$ cat src/rtl/sram_port_arbiter.sv
// sram_port_arbiter: shares one sram_wrapper between two requesters.
// Round-robin grant with an optional bounded burst lock. The winning command is
// registered onto the SRAM interface, and reads are tagged so that each
// response is routed back to the port that issued it.
// Optional per-port accept counters: define SRAM_ARB_STATS_EN.
module sram_port_arbiter #(
  parameter int DATA_W    = 32,
  parameter int ADDR_W    = 7,
  parameter int MAX_BURST = 4
) (
  input  logic                clk,
  input  logic                rst_n,
  input  logic [1:0]          req_val,
  input  logic [1:0]          req_lock,
  input  logic [1:0]          req_wr,
  input  logic [2*ADDR_W-1:0] req_addr,
  input  logic [2*DATA_W-1:0] req_wdata,
  output logic [1:0]          req_ready,
  output logic [1:0]          rsp_val,
  output logic [DATA_W-1:0]   rsp_data,
  output logic                mem_en,
  output logic                rd_req,
  output logic                wr_req,
  output logic [ADDR_W-1:0]   address,
  output logic [DATA_W-1:0]   wr_data_in,
  input  logic                rd_data_val,
  input  logic [DATA_W-1:0]   rd_data,
  output logic                err_orphan_rsp
`ifdef SRAM_ARB_STATS_EN
  ,
  output logic [31:0]         gnt_cnt0,
  output logic [31:0]         gnt_cnt1
`endif
);

  // Last locked beat index; MAX_BURST = 1 gives 0, so a lock can never be taken.
  localparam logic [4:0] BURST_LIM = 5'(MAX_BURST - 1);

  logic              rr_ptr_q, rr_ptr_d;
  logic              lock_active_q, lock_active_d;
  logic              owner_q, owner_d;
  logic [4:0]        beat_cnt_q, beat_cnt_d;
  logic              tag1_valid_q, tag1_valid_d;
  logic              tag1_id_q, tag1_id_d;
  logic              tag2_valid_q, tag2_valid_d;
  logic              tag2_id_q, tag2_id_d;
  logic              mem_en_q, mem_en_d;
  logic              rd_req_q, rd_req_d;
  logic              wr_req_q, wr_req_d;
  logic [ADDR_W-1:0] address_q, address_d;
  logic [DATA_W-1:0] wr_data_in_q, wr_data_in_d;
  logic              err_orphan_q, err_orphan_d;

  logic       lock_hold;
  logic [1:0] grant;
  logic       accept;
  logic       acc_id;
  logic [4:0] beat_eff;

  // Grant selection: a live lock pins the owner, otherwise round-robin from rr_ptr.
  always_comb begin
    lock_hold = lock_active_q & req_val[owner_q];
    grant     = 2'b00;
    if (lock_hold) begin
      grant[owner_q] = 1'b1;
    end else if (req_val[rr_ptr_q]) begin
      grant[rr_ptr_q] = 1'b1;
    end else if (req_val[~rr_ptr_q]) begin
      grant[~rr_ptr_q] = 1'b1;
    end
    req_ready = rst_n ? grant : 2'b00;
    accept    = |req_ready;
    acc_id    = req_ready[1];
    // A dropped lock restarts the beat count, even if the other port wins this cycle.
    beat_eff  = lock_hold ? beat_cnt_q : 5'd0;
  end

  // Arbitration state: round-robin pointer and burst lock bookkeeping.
  always_comb begin
    rr_ptr_d      = rr_ptr_q;
    lock_active_d = lock_active_q;
    owner_d       = owner_q;
    beat_cnt_d    = beat_cnt_q;
    if (lock_active_q && !req_val[owner_q]) begin
      lock_active_d = 1'b0;
      beat_cnt_d    = 5'd0;
    end
    if (accept) begin
      rr_ptr_d = ~acc_id;
      if (req_lock[acc_id] && (beat_eff < BURST_LIM)) begin
        lock_active_d = 1'b1;
        owner_d       = acc_id;
        beat_cnt_d    = beat_eff + 5'd1;
      end else begin
        lock_active_d = 1'b0;
        beat_cnt_d    = 5'd0;
      end
    end
  end

  // SRAM command register: launch the accepted command, address/data hold when idle.
  always_comb begin
    mem_en_d     = accept;
    rd_req_d     = accept & ~req_wr[acc_id];
    wr_req_d     = accept & req_wr[acc_id];
    address_d    = address_q;
    wr_data_in_d = wr_data_in_q;
    if (accept) begin
      address_d    = acc_id ? req_addr[ADDR_W +: ADDR_W] : req_addr[0 +: ADDR_W];
      wr_data_in_d = acc_id ? req_wdata[DATA_W +: DATA_W] : req_wdata[0 +: DATA_W];
    end
  end

  // Read tag pipeline: stage 2 lines up with rd_data_val from the SRAM.
  always_comb begin
    tag1_valid_d = accept & ~req_wr[acc_id];
    tag1_id_d    = acc_id;
    tag2_valid_d = tag1_valid_q;
    tag2_id_d    = tag1_id_q;
    err_orphan_d = err_orphan_q | (rd_data_val & ~tag2_valid_q);
  end

  // State registers, all cleared by the asynchronous reset.
  always_ff @(posedge clk or negedge rst_n) begin
    if (!rst_n) begin
      rr_ptr_q      <= 1'b0;
      lock_active_q <= 1'b0;
      owner_q       <= 1'b0;
      beat_cnt_q    <= 5'd0;
      tag1_valid_q  <= 1'b0;
      tag1_id_q     <= 1'b0;
      tag2_valid_q  <= 1'b0;
      tag2_id_q     <= 1'b0;
      mem_en_q      <= 1'b0;
      rd_req_q      <= 1'b0;
      wr_req_q      <= 1'b0;
      address_q     <= '0;
      wr_data_in_q  <= '0;
      err_orphan_q  <= 1'b0;
    end else begin
      rr_ptr_q      <= rr_ptr_d;
      lock_active_q <= lock_active_d;
      owner_q       <= owner_d;
      beat_cnt_q    <= beat_cnt_d;
      tag1_valid_q  <= tag1_valid_d;
      tag1_id_q     <= tag1_id_d;
      tag2_valid_q  <= tag2_valid_d;
      tag2_id_q     <= tag2_id_d;
      mem_en_q      <= mem_en_d;
      rd_req_q      <= rd_req_d;
      wr_req_q      <= wr_req_d;
      address_q     <= address_d;
      wr_data_in_q  <= wr_data_in_d;
      err_orphan_q  <= err_orphan_d;
    end
  end

  assign mem_en         = mem_en_q;
  assign rd_req         = rd_req_q;
  assign wr_req         = wr_req_q;
  assign address        = address_q;
  assign wr_data_in     = wr_data_in_q;
  assign err_orphan_rsp = err_orphan_q;
  assign rsp_data       = rd_data;
  assign rsp_val        = (rst_n && rd_data_val && tag2_valid_q) ?
                          (tag2_id_q ? 2'b10 : 2'b01) : 2'b00;

`ifdef SRAM_ARB_STATS_EN
  logic [31:0] gnt_cnt0_q, gnt_cnt0_d;
  logic [31:0] gnt_cnt1_q, gnt_cnt1_d;

  // Saturating per-port accept counters.
  always_comb begin
    gnt_cnt0_d = gnt_cnt0_q;
    gnt_cnt1_d = gnt_cnt1_q;
    if (accept && !acc_id && (gnt_cnt0_q != 32'hFFFF_FFFF)) gnt_cnt0_d = gnt_cnt0_q + 32'd1;
    if (accept && acc_id && (gnt_cnt1_q != 32'hFFFF_FFFF)) gnt_cnt1_d = gnt_cnt1_q + 32'd1;
  end

  // Counter registers.
  always_ff @(posedge clk or negedge rst_n) begin
    if (!rst_n) begin
      gnt_cnt0_q <= 32'd0;
      gnt_cnt1_q <= 32'd0;
    end else begin
      gnt_cnt0_q <= gnt_cnt0_d;
      gnt_cnt1_q <= gnt_cnt1_d;
    end
  end

  assign gnt_cnt0 = gnt_cnt0_q;
  assign gnt_cnt1 = gnt_cnt1_q;
`endif

endmodule

$ cat config.mk
export PLATFORM = sky130hd
export DESIGN_NAME = sram_port_arbiter
export DESIGN_NICKNAME = d
export VERILOG_FILES = /design/src/rtl/sram_port_arbiter.sv
export SDC_FILE = /design/constraint.sdc
export NUM_CORES = 1
export LEC_CHECK = 0
export CAP_MARGIN = 10
export CORE_ASPECT_RATIO = 1.1
export CORE_UTILIZATION = 36
export CTS_CLUSTER_DIAMETER = 50
export CTS_CLUSTER_SIZE = 14
export DETAILED_ROUTE_END_ITERATION = 10
export PLACE_DENSITY = 0.86
export SETUP_SLACK_MARGIN = 0.4
export SLEW_MARGIN = 20
export SYNTH_ARGS = -nofsm -noshare
export SYNTH_HDL_FRONTEND = slang
export SYNTH_SLANG_ARGS = --single-unit
export TNS_END_PERCENT = 5
$ cat constraint.sdc
create_clock -name clk -period 2.9 [get_ports clk]
set_clock_uncertainty 0.2 [all_clocks]
set_input_delay 0.29 -clock clk [delete_from_list [all_inputs] [get_ports clk]]
set_output_delay 0.29 -clock clk [all_outputs]
set_load 0.005 [all_outputs]
; ---- Word-level counts from Yosys, hierarchy flattened
; Index checks and enable logic that the tools add are counted.
[word_totals]
regBits = 54
word_cells = 73
[op_classes]
add_sub_neg = 1
order_cmp = 8
mux = 31
n_bitwise = 9
n_reduce_logical = 11
[ops]
columns = cell, n
row1 = 32-bit two-way mux, 1
row2 = 5-bit two-way mux, 4
row3 = 1-bit two-way mux, 16
row4 = 2-bit two-way mux, 6
row5 = 1-bit by 2-bit < comparator with 1-bit output (second input constant), 4
row6 = 1-bit logical AND, 7
row7 = 7-bit two-way mux, 1
row8 = 5-bit by 1-bit adder with 5-bit output (second input constant), 1
row9 = 5-bit by 2-bit < comparator with 1-bit output (second input constant), 1
row10 = 1-bit bitwise AND, 4
row11 = 1-bit inverter, 4
row12 = 1-bit demux with 1-bit select, 3
row13 = 1-bit >= comparator (second input constant), 3
row14 = 2-bit AND reduction, 1
row15 = 2-bit nonzero test, 1
row16 = 2-bit OR reduction, 1
row17 = 1-bit logical NOT, 1
row18 = 1-bit OR, 1

; ---- Logic depth before layout (Yosys ltp)
[logic_depth]
word_depth = 14
depth_mapped = 7

; ---- Worst setup path after synthesis
; No wires, ideal clock.
[synth_timing]
path_type = reg2reg
from = register lock_active_q
to = register address_q[6] (netlist: address[6])
arrival_ns = 1.357
setup_slack_ns = 1.216
path_stages_with_launch = 6
n_path_buf = 1
path_cell_list = dfrtp_1 -> mux2i_2 -> a21oi_4 -> buf_4 -> a222oi_1 -> inv_1
[synth_between]
elab_chain_len = 4
elab_cells_between_ends = 5
cone_classes = mux (3) / bitwise (1) / reduce/logical (1)
[synth_lines]
columns = item, line
row1 = "start, declared", 40  ; logic lock_active_q, lock_active_d;
row2 = "start signal, assigned", 142  ; lock_active_q <= lock_active_d;
row3 = 1-bit bitwise AND *, 62  ; lock_hold = lock_active_q & req_val[owner_q];
row4 = 2-bit two-way mux *, 64  ; if (lock_hold) begin
row5 = 2-bit two-way mux *, 71  ; req_ready = rst_n ? grant : 2'b00;
row6 = 7-bit two-way mux / 2-bit OR reduction (equally long branches), "109, 72"
row7 = "end signal, assigned", 152  ; address_q <= address_d;
row8 = "end, declared", 50  ; logic [ADDR_W-1:0] address_q, address_d;
; Every way passes the cells marked *; elsewhere a longest branch is shown, timed or not.
; A chain may end at the register's enable or synchronous reset.

; ---- Worst setup path after layout
[layout_timing]
from = input rst_n
to = output req_ready[0]
[layout_between]
elab_chain_len = 1
[layout_lines]
columns = item, line
row1 = "start, declared", 12  ; input logic rst_n,
row2 = 2-bit two-way mux, 71
row3 = "end, declared", 18  ; output logic [1:0] req_ready,
; No other way between the ends.

==> reports/qor.csv <==
metric;value;unit
antenna_found_initial;0;
power;2.00;mW
worstSetupStartpointType;input pin;
synth_cell_types;29;
max_freq;420;MHz
holdWs;0.160;ns
required;2.41;ns
via_per_inst;5.33;
rsz0062_at_grt;no;
cts_made_buffers;5;
cts_resized;0;
worst_pin_slew;0.448;ns
hold_viol;0;
fin_setup_tns;0;ns
hp-class;reg2reg;
timing.max_slew.rel_slack;70.1;%
finalCoreUtilization;56.7;%
status;complete, no violations;
r2r-end;wr_data_in[29];
die_area;0.00745;mm2
drt_first_pass_iters;7;
start_util;38.2;%
path_clk_slew;0.09;ns
wl_per_cell;16.6;um
cts_buffer_depth;2;
synth-seq-cells;54;
placedCellCount;396;
routed_wl;6740;um
grt_pass1_vias;2256;
postRouteAntennaNets;0;
htreeDepth;2;
synth_edf_count;0;
placed_cell_area;0.00368;mm2
antenna_cells;0;
root_buffer;clkbuf_8;
slowest_stage;clkdlybuf4s50_1;
rr_startpoint;lock_active_q;
cts_setup_buffers;0;
place_ws;0.531;ns
cap_violations;0;
drc_errors;0;
worstSetupEndpointType;output port;
ys_seq_area_share;52.8;%
rr_worst_depth;5;
power_leakage;1.78;nW
design_area;0.00380;mm2
syn_nets;342;
netlist_area;0.00256;mm2
dpl.hpwl;4870;um
die_w;82.4;um
r2r_slack;0.92;ns
setup_ws;0.519;ns
ys.warnings.count;0;
fin_nets;443;
core;0.00671;mm2
synth_top_flop_cell;dfrtp_1;
period_share;82.1;%
finalNonFillerCells;406;
path_cells;dlygate4sd3_1 -> buf_2 -> nand2_1 -> a21oi_4 -> clkdlybuf4s50_1;
syn_avg_cell_area;11.5;um2
cp-startpoint;rst_n;
ios;198;
drive_gt1_share;6.17;%
drtIter0Drc;156;
irDropWorstVdd;0.218;mV
overflow;0;
syn_to_final_growth;48.5;%
vias;2164;
rows;31;
cp_slowest_stage_delay;0.55;ns
crit_path_end;req_ready[0];
die_y;90.4;um
place.gp.congestion;0.802;
timing_worst_setup_path_type;in2out;
clock_sinks;54;
clock_latency;0.29;ns
tritoncts;yes;
numPortBuffers;133;
synth-async-reset-ratio;100;%
grt_pass1_wl;10600;um
worstPathMaxFanout;11;
setup-violations-final;0;
grt_max_degree;45;
powerDensity;525;mW/mm2
netlist_instances;222;
track_usage;18.5;%
crit_arrival;1.89;ns
slew_viol_final;0;
fin_crit;2.38;ns
## cell usage in the layout, fill, tap and decap left out, types with 2 or more instances in the layout
master and instances:
clkbuf_1 2, dlygate4sd3_1 2, and2_1 4, dfrtp_1 54
a21oi_4 2, a222oi_1 39, nor2_1 5, nand3_1 3
mux2i_1 2, a31oi_1 2, clkdlybuf4s50_1 132, nand2_1 3
buf_4 5, clkbuf_8 5, a22o_1 3, inv_1 45
## worst min path at each step
stage / startpoint / endpoint / slack [ns] / depth (start not counted)
2_1_floorplan: rst_n / address[0] / -0.21 / 0
3_3_place_gp: rst_n / beat_cnt_q[2] / 0.02 / 1
3_5_place_dp: rst_n / beat_cnt_q[2] / 0.02 / 1
4_1_cts: tag1_id_q / tag2_id_q / 0.16 / 0
5_1_grt: tag1_id_q / tag2_id_q / 0.18 / 0
6_report: tag1_id_q / tag2_id_q / 0.16 / 0
## synth_stat cells (2+ instances only)
master,instances,area (um2)
buf_4,33,248
nand2_1,3,11.3
inv_1,45,169
dfrtp_1,54,1350
buf_6,8,90.1
nand3_1,3,15.0
a21oi_4,2,32.5
nor2_1,5,18.8
a222oi_1,39,390
a22o_1,3,26.3
and2_1,4,25.0
a31oi_1,2,12.5
mux2i_1,2,20.0
clkbuf_1,4,15.0
## kinds of logic (layout without fill, tap and decap cells)
logic type      Yosys count  after routing  synth area share (%)
simple gates             18             18                  3.62
compound gates           54             54                  20.8
mux                       4              4                  1.76
fa+ha+maj                 1              1                 0.489
buf+inv                  91            193                  20.6
flops                    54             54                  52.8
## routing by layer
metal | up-vias | routed length, um | GRT usage, %
met4 | 0 | 237 | 9.94
met3 | 34 | 492 | 4.24
met2 | 112 | 3440 | 31.0
li1 | 971 | - | -
met5 | - | 0 | 0
met1 | 1047 | 2570 | 21.2
## flip-flops by register name, indices dropped and copies added (netlist names)
| signal | flops |
|---|---|
| wr_data_in | 32 |
| lock_active_q | 1 |
| tag1_id_q | 1 |
| owner_q | 1 |
| rr_ptr_q | 1 |
| tag2_valid_q | 1 |
| beat_cnt_q | 5 |
| tag1_valid_q | 1 |
| err_orphan_rsp | 1 |
| wr_req | 1 |
| address | 7 |
| tag2_id_q | 1 |
| mem_en | 1 |
## critical path, delay by kind of cell
family / cells / cell delay, ns
AOI/OAI and AO/OA: 1 / 0.15
buffers and inverters: 3 / 1.31
and+or+nand+nor: 1 / 0.13
## timing repair
| item | in CTS | in global routing |
|---|---|---|
| endpoints found under the hold margin | 7 | 0 |
| setup endpoints to repair | 0 | 0 |
| hold buffers | 2 | 0 |
## power by group
| part | leakage, nW | switching (mW) | internal, mW | total [mW] |
|---|---|---|---|---|
| logic | 1.05 | 0.209 | 0.366 | 0.575 |
| clock network | 0.0524 | 0.223 | 0.259 | 0.482 |
| registers | 0.673 | 0.0751 | 0.864 | 0.939 |
| total | 1.78 | 0.507 | 1.49 | 2.00 |
## layout make-up
type / count / area [um2]
Clock buffer: 7 / 76.3
Clock inverter: 1 / 30.0
Fill cell: 582 / 2910
Inverter: 45 / 169
Multi-Input combinational cell: 77 / 689
Sequential cell: 54 / 1350
Tap cell: 82 / 103
Timing Repair Buffer: 140 / 1380
(Power assumes the default switching activity.)
